[config.mk]
export PLATFORM = sky130hd
export DESIGN_NAME = avg_feed_ctrl
export DESIGN_NICKNAME = d
export VERILOG_FILES = /design/src/rtl/avg_pkg.sv /design/src/rtl/avg_square_scale.sv /design/src/rtl/avg_feed_ctrl.sv
export SDC_FILE = /design/constraint.sdc
export NUM_CORES = 1
export LEC_CHECK = 0
export BUFFER_PORTS_ARGS = -buffer_cell sky130_fd_sc_hd__buf_2
export CAP_MARGIN = 40
export CELL_PAD_IN_SITES_DETAIL_PLACEMENT = 2
export CELL_PAD_IN_SITES_GLOBAL_PLACEMENT = 2
export CORE_ASPECT_RATIO = 0.8
export CORE_MARGIN = 1.5
export CORE_UTILIZATION = 41
export CTS_CLUSTER_DIAMETER = 30
export DETAILED_ROUTE_END_ITERATION = 8
export GPL_ROUTABILITY_DRIVEN = 0
export HOLD_SLACK_MARGIN = 0.08
export PLACE_DENSITY_LB_ADDON = 0.25
export SETUP_SLACK_MARGIN = 0.1
export SLEW_MARGIN = 20
export SYNTH_ARGS = -nofsm -noshare
export SYNTH_HDL_FRONTEND = slang
export SYNTH_SLANG_ARGS = --single-unit
[constraint.sdc]
create_clock -name i_50M_clk -period 3.7 [get_ports i_50M_clk]
set_input_delay 0.74 -clock i_50M_clk [delete_from_list [all_inputs] [get_ports i_50M_clk]]
set_output_delay 0.74 -clock i_50M_clk [all_outputs]
set_load 0.005 [all_outputs]
[src/rtl/avg_pkg.sv]
// Shared widths, raster geometry and FSM state type for the averaging front end.
// The DONE state exists only when AVG_FRAME_LIMIT_EN is defined.
`ifndef PIXEL_COLUMN
`define PIXEL_COLUMN 4
`endif
`ifndef PIXEL_ROW
`define PIXEL_ROW 3
`endif

package avg_pkg;

  localparam int AVG_TERM_W = 35;
  localparam int AVG_SUM_W  = 16;
  localparam int AVG_OLD_W  = 9;

  localparam int PX_COLS = `PIXEL_COLUMN;
  localparam int PX_ROWS = `PIXEL_ROW;
  localparam int PX_W    = (PX_COLS > 1) ? $clog2(PX_COLS) : 1;
  localparam int PY_W    = (PX_ROWS > 1) ? $clog2(PX_ROWS) : 1;

  typedef enum logic [2:0] {
    ST_IDLE,
    ST_START,
    ST_RD,
    ST_WR,
    ST_STALL
`ifdef AVG_FRAME_LIMIT_EN
    , ST_DONE
`endif
  } avg_feed_state_e;

endpackage

[src/rtl/avg_square_scale.sv]
// Squares one signed sample exactly and divides the energy term by the window
// length with a right shift.
module avg_square_scale
  import avg_pkg::*;
#(
  parameter int IN_W  = AVG_SUM_W,
  parameter int SHIFT = 4
) (
  input  logic [IN_W-1:0]       i_val,
  output logic [AVG_TERM_W-1:0] o_term
);

  logic [IN_W-1:0]       mag;
  logic [2*IN_W-1:0]     mag_ext;
  logic [2*IN_W-1:0]     sq;
  logic [AVG_TERM_W-1:0] sq_ext;

  // Unsigned magnitude: the most negative input maps to 2^(IN_W-1) without overflow.
  always_comb begin
    mag     = i_val[IN_W-1] ? ((~i_val) + IN_W'(1)) : i_val;
    mag_ext = {{IN_W{1'b0}}, mag};
    sq      = mag_ext * mag_ext;
    sq_ext  = AVG_TERM_W'(sq);
    o_term  = sq_ext >> SHIFT;
  end

endmodule

[src/rtl/avg_feed_ctrl.sv]
// Pixel-scan controller and energy-term front end for the running-average SRAM stage.
// Define AVG_FRAME_LIMIT_EN to stop in DONE after N_FRAMES frames.
module avg_feed_ctrl
  import avg_pkg::*;
#(
  parameter int LOG2_L = 4
`ifdef AVG_FRAME_LIMIT_EN
  , parameter int N_FRAMES = 64
`endif
) (
  input  logic                  i_50M_clk,
  input  logic                  i_rst_n,
  input  logic                  i_start,
  input  logic                  i_valid,
  input  logic [AVG_SUM_W-1:0]  i_new_sum,
  input  logic [AVG_OLD_W-1:0]  i_old_sum,
  output logic                  o_ready,
  output logic                  o_init_valid,
  output logic                  o_calc_valid,
  output logic                  o_stop,
  output logic [PX_W-1:0]       o_px,
  output logic [PY_W-1:0]       o_py,
  output logic [AVG_TERM_W-1:0] o_new_data,
  output logic [AVG_TERM_W-1:0] o_old_data,
  output logic [15:0]           o_frame,
  output logic                  o_busy
);

  localparam logic [PX_W-1:0] PX_LAST = PX_W'(PX_COLS - 1);
  localparam logic [PY_W-1:0] PY_LAST = PY_W'(PX_ROWS - 1);

  avg_feed_state_e       state_q, state_d;
  logic [PX_W-1:0]       px_q, px_d;
  logic [PY_W-1:0]       py_q, py_d;
  logic [15:0]           frame_q, frame_d;
  logic [AVG_TERM_W-1:0] new_data_q, new_data_d;
  logic [AVG_TERM_W-1:0] old_data_q, old_data_d;
  logic [AVG_TERM_W-1:0] new_term, old_term;

  logic last_px;
  logic frame_last;
  logic start_go;
  logic accept;

  avg_square_scale #(.IN_W(AVG_SUM_W), .SHIFT(LOG2_L)) u_sq_new (
    .i_val  (i_new_sum),
    .o_term (new_term)
  );

  avg_square_scale #(.IN_W(AVG_OLD_W), .SHIFT(LOG2_L)) u_sq_old (
    .i_val  (i_old_sum),
    .o_term (old_term)
  );

  // NOTE: every variable assigned in a combinational block gets a default first,
  // so no path leaves it unassigned and no latch is inferred.
  always_comb begin
    last_px = (px_q == PX_LAST) && (py_q == PY_LAST);
`ifdef AVG_FRAME_LIMIT_EN
    frame_last = (frame_q == 16'(N_FRAMES - 1));
    start_go   = i_start && ((state_q == ST_IDLE) || (state_q == ST_DONE));
`else
    frame_last = 1'b0;
    start_go   = i_start && (state_q == ST_IDLE);
`endif
    accept = (state_q == ST_RD) && i_valid;
  end

  // Next-state logic.
  always_comb begin
    state_d = state_q;
    case (state_q)
      ST_IDLE:  if (i_start) state_d = ST_START;
      ST_START: state_d = ST_RD;
      ST_RD:    state_d = i_valid ? ST_WR : ST_STALL;
      ST_STALL: if (i_valid) state_d = ST_RD;
      ST_WR:    state_d = (last_px && frame_last) ?
`ifdef AVG_FRAME_LIMIT_EN
                          ST_DONE
`else
                          ST_IDLE
`endif
                          : ST_RD;
`ifdef AVG_FRAME_LIMIT_EN
      ST_DONE:  if (i_start) state_d = ST_START;
`endif
      default:  state_d = ST_IDLE;
    endcase
  end

  // Raster walks rows inside columns; the frame count saturates rather than wraps.
  always_comb begin
    px_d    = px_q;
    py_d    = py_q;
    frame_d = frame_q;
    if (state_q == ST_WR) begin
      if (py_q == PY_LAST) begin
        py_d = '0;
        if (px_q == PX_LAST) begin
          px_d = '0;
          if (frame_q != '1) frame_d = frame_q + 16'd1;
        end else begin
          px_d = px_q + PX_W'(1);
        end
      end else begin
        py_d = py_q + PY_W'(1);
      end
    end
    if (start_go) begin
      px_d    = '0;
      py_d    = '0;
      frame_d = '0;
    end
    new_data_d = accept ? new_term : new_data_q;
    old_data_d = accept ? old_term : old_data_q;
  end

  // NOTE: sequential state uses non-blocking assignments so every flop samples
  // pre-edge values regardless of block evaluation order.
  always_ff @(posedge i_50M_clk or negedge i_rst_n) begin
    if (!i_rst_n) begin
      state_q    <= ST_IDLE;
      px_q       <= '0;
      py_q       <= '0;
      frame_q    <= '0;
      new_data_q <= '0;
      old_data_q <= '0;
    end else begin
      state_q    <= state_d;
      px_q       <= px_d;
      py_q       <= py_d;
      frame_q    <= frame_d;
      new_data_q <= new_data_d;
      old_data_q <= old_data_d;
    end
  end

  // o_stop is combinational so it drops in the very cycle i_valid returns.
  always_comb begin
    o_ready      = 1'b0;
    o_init_valid = 1'b0;
    o_calc_valid = 1'b0;
    o_stop       = 1'b0;
    o_busy       = 1'b1;
    case (state_q)
      ST_IDLE:  o_busy = 1'b0;
      ST_START: o_init_valid = 1'b1;
      ST_RD: begin
        o_ready = 1'b1;
        o_stop  = !i_valid;
      end
      ST_STALL: o_stop = !i_valid;
      ST_WR: begin
        o_calc_valid = last_px && (frame_q == 16'd0);
        o_stop       = last_px && frame_last;
      end
`ifdef AVG_FRAME_LIMIT_EN
      ST_DONE: begin
        o_busy = 1'b0;
        o_stop = 1'b1;
      end
`endif
      default: o_busy = 1'b0;
    endcase
  end

  assign o_px       = px_q;
  assign o_py       = py_q;
  assign o_frame    = frame_q;
  assign o_new_data = new_data_q;
  assign o_old_data = old_data_q;

endmodule
==> run_results.csv, run 1 <==
group,metric,value,unit
synthesis,synthFlopType,"dfrtp_1",
synthesis,synth-edff-count,0,
floorplanning,dieWidth,199,um
placement,place_hpwl,52300,um
floorplanning,start_util,0.415,
synthesis,yosys_register_bits,65,
synthesis,yosys.area.top_type,"fa_1",
synthesis,yosys_warnings,0,
status,lastStage,"3_5_place_dp",
synthesis,synthesis.instances,1451,
synthesis,async_flop_share,1.00,
status,status,"stopped before the end",
floorplanning,io_pins,124,
synthesis,yosysTopAreaCellShare,0.315,
synthesis,synthTopCellsByArea,"fa_1, ha_1, dfrtp_1, inv_1, nand2_1",
status,error_message,"[ERROR DPL-0033] detailed placement checks failed during check placement.",
synthesis,syn_area_per_cell,8.67,um^2
floorplanning,num_rows,57,
synthesis,yosysSeqAreaShare,0.129,
synthesis,synth_area,12600,um^2
floorplanning,die_height,160,um
placement,port_buffers,95,
synthesis,synth.distinct_cells,69,
[cell families after synthesis]
| family | share of synthesized area |
|---|---|
| AOI/OAI and AO/OA | 0.0983 |
| xor gates and xnor gates | 0.0507 |
| adders and majority gates | 0.445 |
| buffers and inverters | 0.120 |
| DFF | 0.129 |
| muxes | 0.00507 |
| other | 0.000597 |
| and+or+nand+nor | 0.151 |
[synthesized netlist by cell type (4+ instances only)]
master / number
o211ai_1: 6
a211oi_1: 9
o21a_1: 9
ha_1: 131
nand3_1: 32
xnor2_1: 36
clkbuf_1: 37
and2_1: 5
nor4_1: 6
a21o_1: 20
a31oi_1: 5
clkinv_1: 7
nor3_1: 22
a21oi_1: 35
nor2_1: 121
or2_2: 5
nand2b_1: 8
o21ai_0: 55
inv_1: 293
buf_4: 28
a211o_1: 6
nand4_1: 17
nand2_1: 161
fa_1: 198
o31ai_1: 14
xor2_1: 35
dfrtp_1: 65
o21bai_1: 4
nor2b_1: 10
[per-stage QoR]
stage | area (um^2) | setup WS [ns]
floorplan | 13400 | -3.63
global placement | 16300 | -3.90
==> run 2: changes to the inputs <==
CELL_PAD_IN_SITES_DETAIL_PLACEMENT = default   (was 2)
CELL_PAD_IN_SITES_GLOBAL_PLACEMENT = default   (was 2)
CORE_ASPECT_RATIO = default   (was 0.8)
CORE_UTILIZATION = 36   (was 41)
CTS_CLUSTER_DIAMETER = default   (was 30)
HOLD_SLACK_MARGIN = default   (was 0.08)
PLACE_DENSITY_LB_ADDON = 0.15   (was 0.25)
SETUP_SLACK_MARGIN = default   (was 0.1)
==> run_results.csv, run 2 <==
group,metric,value,unit
floorplanning,dieWidth,190,um
route,via_count,11030,
sta,fmax,0.142,GHz
clocking,clockBufferDepth,2,
clocking,cts_tree,"done",
worst_setup_path,worstPathArrival,7.31,ns
worst_setup_path,end_kind,"flip-flop",
clocking,cts_sinks,65,
synthesis,synth_top_family_by_area,"adder cells",
sta,slew_headroom,0.530,
worst_hold_path,hold_path_class,"input port to async pin",
status,failed_checks,"negative setup slack",
sta,clock_skew,0.00533,ns
synthesis,synth-edff-count,0,
route,drt_iter0_drc,379,
synthesis,synthTopCellsByArea,"fa_1, ha_1, dfrtp_1, inv_1, nand2_1",
layout,layout_common_cells,"buf_4, inv_1, fa_1, nand2_1, nor2_1",
floorplanning,io_pins,124,
sta,slew_violations,0,
clocking,cts_root_buf,"clkbuf_16",
placement,port_buffers,95,
synthesis,synth_compound_area_frac,0.0983,
floorplanning,coreArea,34500,um^2
layout,fin_util,0.523,
global_routing,antenna_found_initial,0,
synthesis,synthesis.instances,1451,
sta,rsz0062_at_grt,"yes",
route,drc_errors,0,
worst_setup_path,cp_data_required_time,3.98,ns
route,via_per_inst,4.73,
global_routing,track_usage,0.195,
synthesis,synth_simple_gate_area_share,0.151,
worst_setup_path,critPathKind,"input port to flip-flop",
layout,nets,2232,
layout,largest_register_ffs,28,
synthesis,yosys.area.top_type,"fa_1",
global_routing,grt_overflow_total,0,
sta,setup_viol,40,
synthesis,synth.distinct_cells,69,
worst_setup_path,startpoint,"i_new_sum[1]",
worst_setup_path,cpMaxStageDelayCell,"fa_1",
worst_setup_path,path_delay_family,"adder cells",
placement,place_hpwl,27400,um
synthesis,yosysTopAreaCellShare,0.315,
clocking,insertion_delay,0.34,ns
synthesis,synthFlopType,"dfrtp_1",
global_routing,grt_pass1_vias,11826,
sta,min_period,7.03,ns
route,finalWirelength,33100,um
worst_setup_path,cp_max_fo,6,
sta,tightest_slew,0.705,ns
route,wl_per_cell,14.2,um
synthesis,ys_top_cells_by_count,"inv_1, fa_1, nand2_1",
synthesis,yosys_warnings,0,
synthesis,synthMuxAreaShare,0.00507,
synthesis,yosys_register_bits,65,
synthesis,syn_area_per_cell,8.67,um^2
floorplanning,start_util,0.365,
sta,layout_setup_ws,-3.33,ns
synthesis,synthXorXnorAreaFrac,0.0507,
worst_setup_path,cp-start-kind,"input port",
layout,antennaDiodeCount,0,
synthesis,async_flop_share,1.00,
worst_setup_path,slowest_delay,0.53,ns
synthesis,yosysSeqAreaShare,0.129,
floorplanning,die_area,36100,um^2
layout,final_common_cell,"buf_4",
global_routing,grt_pass1_wl,56400,um
floorplanning,die_height,190,um
synthesis,synth_fa_ha_area_frac,0.445,
worst_setup_path,cpMostUsedCell,"fa_1",
floorplanning,num_rows,68,
sta,fin_crit_sh,1.90,
route,dr.pass1.iters,4,
flow_run,maxCapViolCount,0,
synthesis,synth_area,12600,um^2
global_routing,grt_max_degree,59,
clocking,cts_buffers,9,
clocking,htree_num_levels,3,
status,status,"finished with violations",
layout,drive_gt1_frac,0.386,
layout,syn2layout_area_growth,43.3,%
clocking,clk_pin_slew,0.06,ns
synthesis,synth_most_common_cell,"inv_1",
sta,final-hold-violation-count,0,
worst_setup_path,crit-reg2reg-launch,"state_q[1]",
clocking,holdBufCountCts,0,
worst_setup_path,worst-path-buf-inv,11,
route,ant_nets,0,
run 2: cell counts after synthesis:
No cell type changed its count.
run 2: worst reg2reg max path, cell delays in order, from the launching register on:
cell,delay (ns)
dfrtp_1,0.62
nand4b_1,0.15
nor2_1,0.33
o311ai_2,0.30
a211oi_1,0.68
nand3_1,0.18
xor2_1,0.15
nor2_1,0.05
run 2: layout make-up:
cell class,count,area (um^2)
clock buffers,9,225
clock inverters,7,53.8
fillers,3283,16400
inverters,303,1180
multi-input cells,1056,11100
flip-flops and latches,65,1630
well taps,455,569
repair buffers,439,3260
run 2: routing by layer:
layer	wire length [um]	vias up	GRT usage
met5	0	-	0
met3	1000	22	0.0234
met1	14900	5495	0.256
li1	-	5361	-
met4	262	0	0.0244
met2	16900	152	0.350
run 2: metrics by stage:
stage	cell area, um^2	instances	worst slack (ns)	TNS (ns)	hold slack, ns
after global routing	18000	2334	-3.57	-95.47	0.492
after floorplan	13400	1493	-3.63	-89.93	0.444
after detailed placement	16300	2275	-3.90	-108.55	0.468
final	18000	2334	-3.33	-86.27	0.443
after global placement	16300	2275	-3.83	-106.73	0.460
after CTS	17600	2319	-3.27	-86.27	0.459
run 2: worst paths after layout:
check	slack, ns	cells after the start	to
max in group asynchronous	2.50	2	o_old_data[12]
min in group i_50M_clk	0.48	2	o_new_data[16]
min	0.44	1	o_frame[14]
min reg2reg	0.48	2	o_new_data[16]
max	-3.33	32	o_new_data[26]
max reg2reg	1.13	7	o_frame[9]
run 2: kinds of logic (layout without fill, tap and decap cells):
logic type                 count (synthesis)  in the layout
AOI/OAI and AO/OA                        188            188
xor gates and xnor gates                  72             72
adders and majority gates                329            329
buffers and inverters                    372            758
DFF                                       65             65
muxes                                      6              6
other                                      2             44
and+or+nand+nor                          417            417
run 2: what timing repair did:
item,CTS,global route
resized for setup,170,87
pin swaps,146,68
buffers inserted,34,16
endpoints found under the setup margin,40,40
hold endpoints to repair,0,0
Power of run 2 is not shown: default switching activity piles up to over one toggle a cycle in this logic, so the estimate is an artifact.
==> run 3: changes to the inputs <==
CORE_UTILIZATION = 30   (was 36)
==> run_results.csv, run 3 (synthesis gave the netlist of run 2 again) <==
group,metric,value,unit
status,status,"finished with violations",
status,failed_checks,"negative setup slack",
worst_setup_path,cp-start-kind,"input port",
worst_setup_path,regToRegEndpoint,"o_frame[9]",
worst_setup_path,cp_max_fo,6,
layout,layout_common_cells,"buf_4, inv_1, fa_1, nand2_1, nor2_1",
sta,slew_violations,0,
layout,largest_register_ffs,28,
clocking,cts_tree,"done",
floorplanning,start_util,0.306,
route,drc_errors,0,
flow_run,maxCapViolCount,0,
worst_setup_path,cp_data_required_time,3.92,ns
clocking,cts_root_buf,"clkbuf_16",
floorplanning,die_area,43200,um^2
worst_setup_path,cpMostUsedCell,"fa_1",
route,via_per_inst,4.55,
worst_hold_path,hold_path_class,"input port to async pin",
layout,final_common_cell,"buf_4",
floorplanning,dieWidth,208,um
floorplanning,coreArea,41100,um^2
clocking,cts_sinks,65,
route,drt_iter0_drc,366,
layout,antennaDiodeCount,0,
layout,drive_gt1_frac,0.384,
sta,final-hold-violation-count,0,
clocking,insertion_delay,0.34,ns
sta,fmax,0.143,GHz
route,ant_nets,0,
sta,timing.hold.ws,0.236,ns
global_routing,track_usage,0.170,
route,dr.pass1.iters,4,
worst_setup_path,reg2reg_slack,1.05,ns
worst_setup_path,cpMaxStageDelayCell,"fa_1",
layout,nets,2242,
sta,slew_headroom,0.509,
placement,place_hpwl,29100,um
sta,setup_viol,40,
sta,tightest_slew,0.732,ns
sta,rsz0062_at_grt,"yes",
worst_setup_path,crit-reg2reg-launch,"state_q[2]",
placement,port_buffers,95,
sta,clock_skew,0.00752,ns
global_routing,antenna_found_initial,0,
clocking,holdBufCountCts,0,
global_routing,grt_pass1_wl,59200,um
worst_setup_path,ff2ff_path_depth,7,
route,via_count,11023,
worst_setup_path,critPathKind,"input port to flip-flop",
global_routing,grt_pass1_vias,11867,
route,finalWirelength,34800,um
clocking,htree_num_levels,3,
floorplanning,num_rows,74,
sta,layout_setup_ws,-3.30,ns
global_routing,grt_max_degree,44,
clocking,cts_buffers,9,
worst_setup_path,startpoint,"i_new_sum[1]",
layout,syn2layout_area_growth,46.2,%
floorplanning,die_height,208,um
worst_setup_path,crit_path_end,"o_new_data[24]",
worst_setup_path,end_kind,"flip-flop",
worst_setup_path,worstPathArrival,7.22,ns
global_routing,grt_overflow_total,0,
floorplanning,io_pins,124,
sta,min_period,7.00,ns
route,wl_per_cell,14.4,um
sta,fin_crit_sh,1.89,
worst_setup_path,slowest_delay,0.54,ns
clocking,clockBufferDepth,2,
clocking,clk_pin_slew,0.06,ns
-- run 3: metal layers --
| layer | vias up | track usage | wire length (um) |
|---|---|---|---|
| met5 | - | 0 | 0 |
| met4 | 0 | 0.0214 | 281 |
| met3 | 25 | 0.0216 | 809 |
| met2 | 128 | 0.297 | 17600 |
| met1 | 5508 | 0.229 | 16100 |
| li1 | 5362 | - | - |
-- run 3: worst min-delay path by stage --
| stage | start | to | slack (ns) | cells after the start |
|---|---|---|---|---|
| finish | i_rst_n | o_new_data[3] | 0.24 | 1 |
| global placement | o_old_data[5] | o_old_data[5] | 0.46 | 2 |
| detailed placement | o_old_data[12] | o_old_data[12] | 0.46 | 2 |
| CTS | i_rst_n | o_new_data[2] | 0.22 | 1 |
| floorplan | i_rst_n | o_frame[0] | 0.44 | 0 |
| global route | i_rst_n | o_new_data[2] | 0.22 | 1 |
-- run 3: stage by stage --
step | setup TNS (ns) | std cells | util | instance area (um^2) | setup WS [ns]
2_1_floorplan | -89.93 | 1493 | - | 13400 | -3.63
3_3_place_gp | -107.40 | 2348 | 0.399 | 16400 | -3.86
5_1_grt | -96.46 | 2421 | 0.448 | 18400 | -3.61
6_report | -87.99 | 2421 | 0.448 | 18400 | -3.30
4_1_cts | -86.35 | 2390 | 0.434 | 17800 | -3.31
3_5_place_dp | -109.06 | 2349 | 0.399 | 16400 | -3.94
-- run 3: cell type report --
class | count | area (um^2)
Clock inverter | 7 | 101
Fill cell | 4094 | 22700
Timing Repair Buffer | 449 | 3430
Multi-Input combinational cell | 1056 | 11200
Inverter | 303 | 1190
Clock buffer | 9 | 225
Sequential cell | 65 | 1630
Tap cell | 532 | 666
-- run 3: what timing repair did --
action | in CTS | in global routing
pin swaps | 106 | 67
buffers inserted | 29 | 34
resized for setup | 200 | 78
setup endpoints to repair | 40 | 40
-- run 3: critical path: cells and delay by family --
family	cells	cell delay (ns)
AO/OA/AOI/OAI	3	0.58
XOR/XNOR	1	0.24
adder cells (fa/ha/maj)	8	3.33
buffers and inverters	10	0.80
AND/OR/NAND/NOR	9	1.53
Power of run 3 is left out for the same reason.
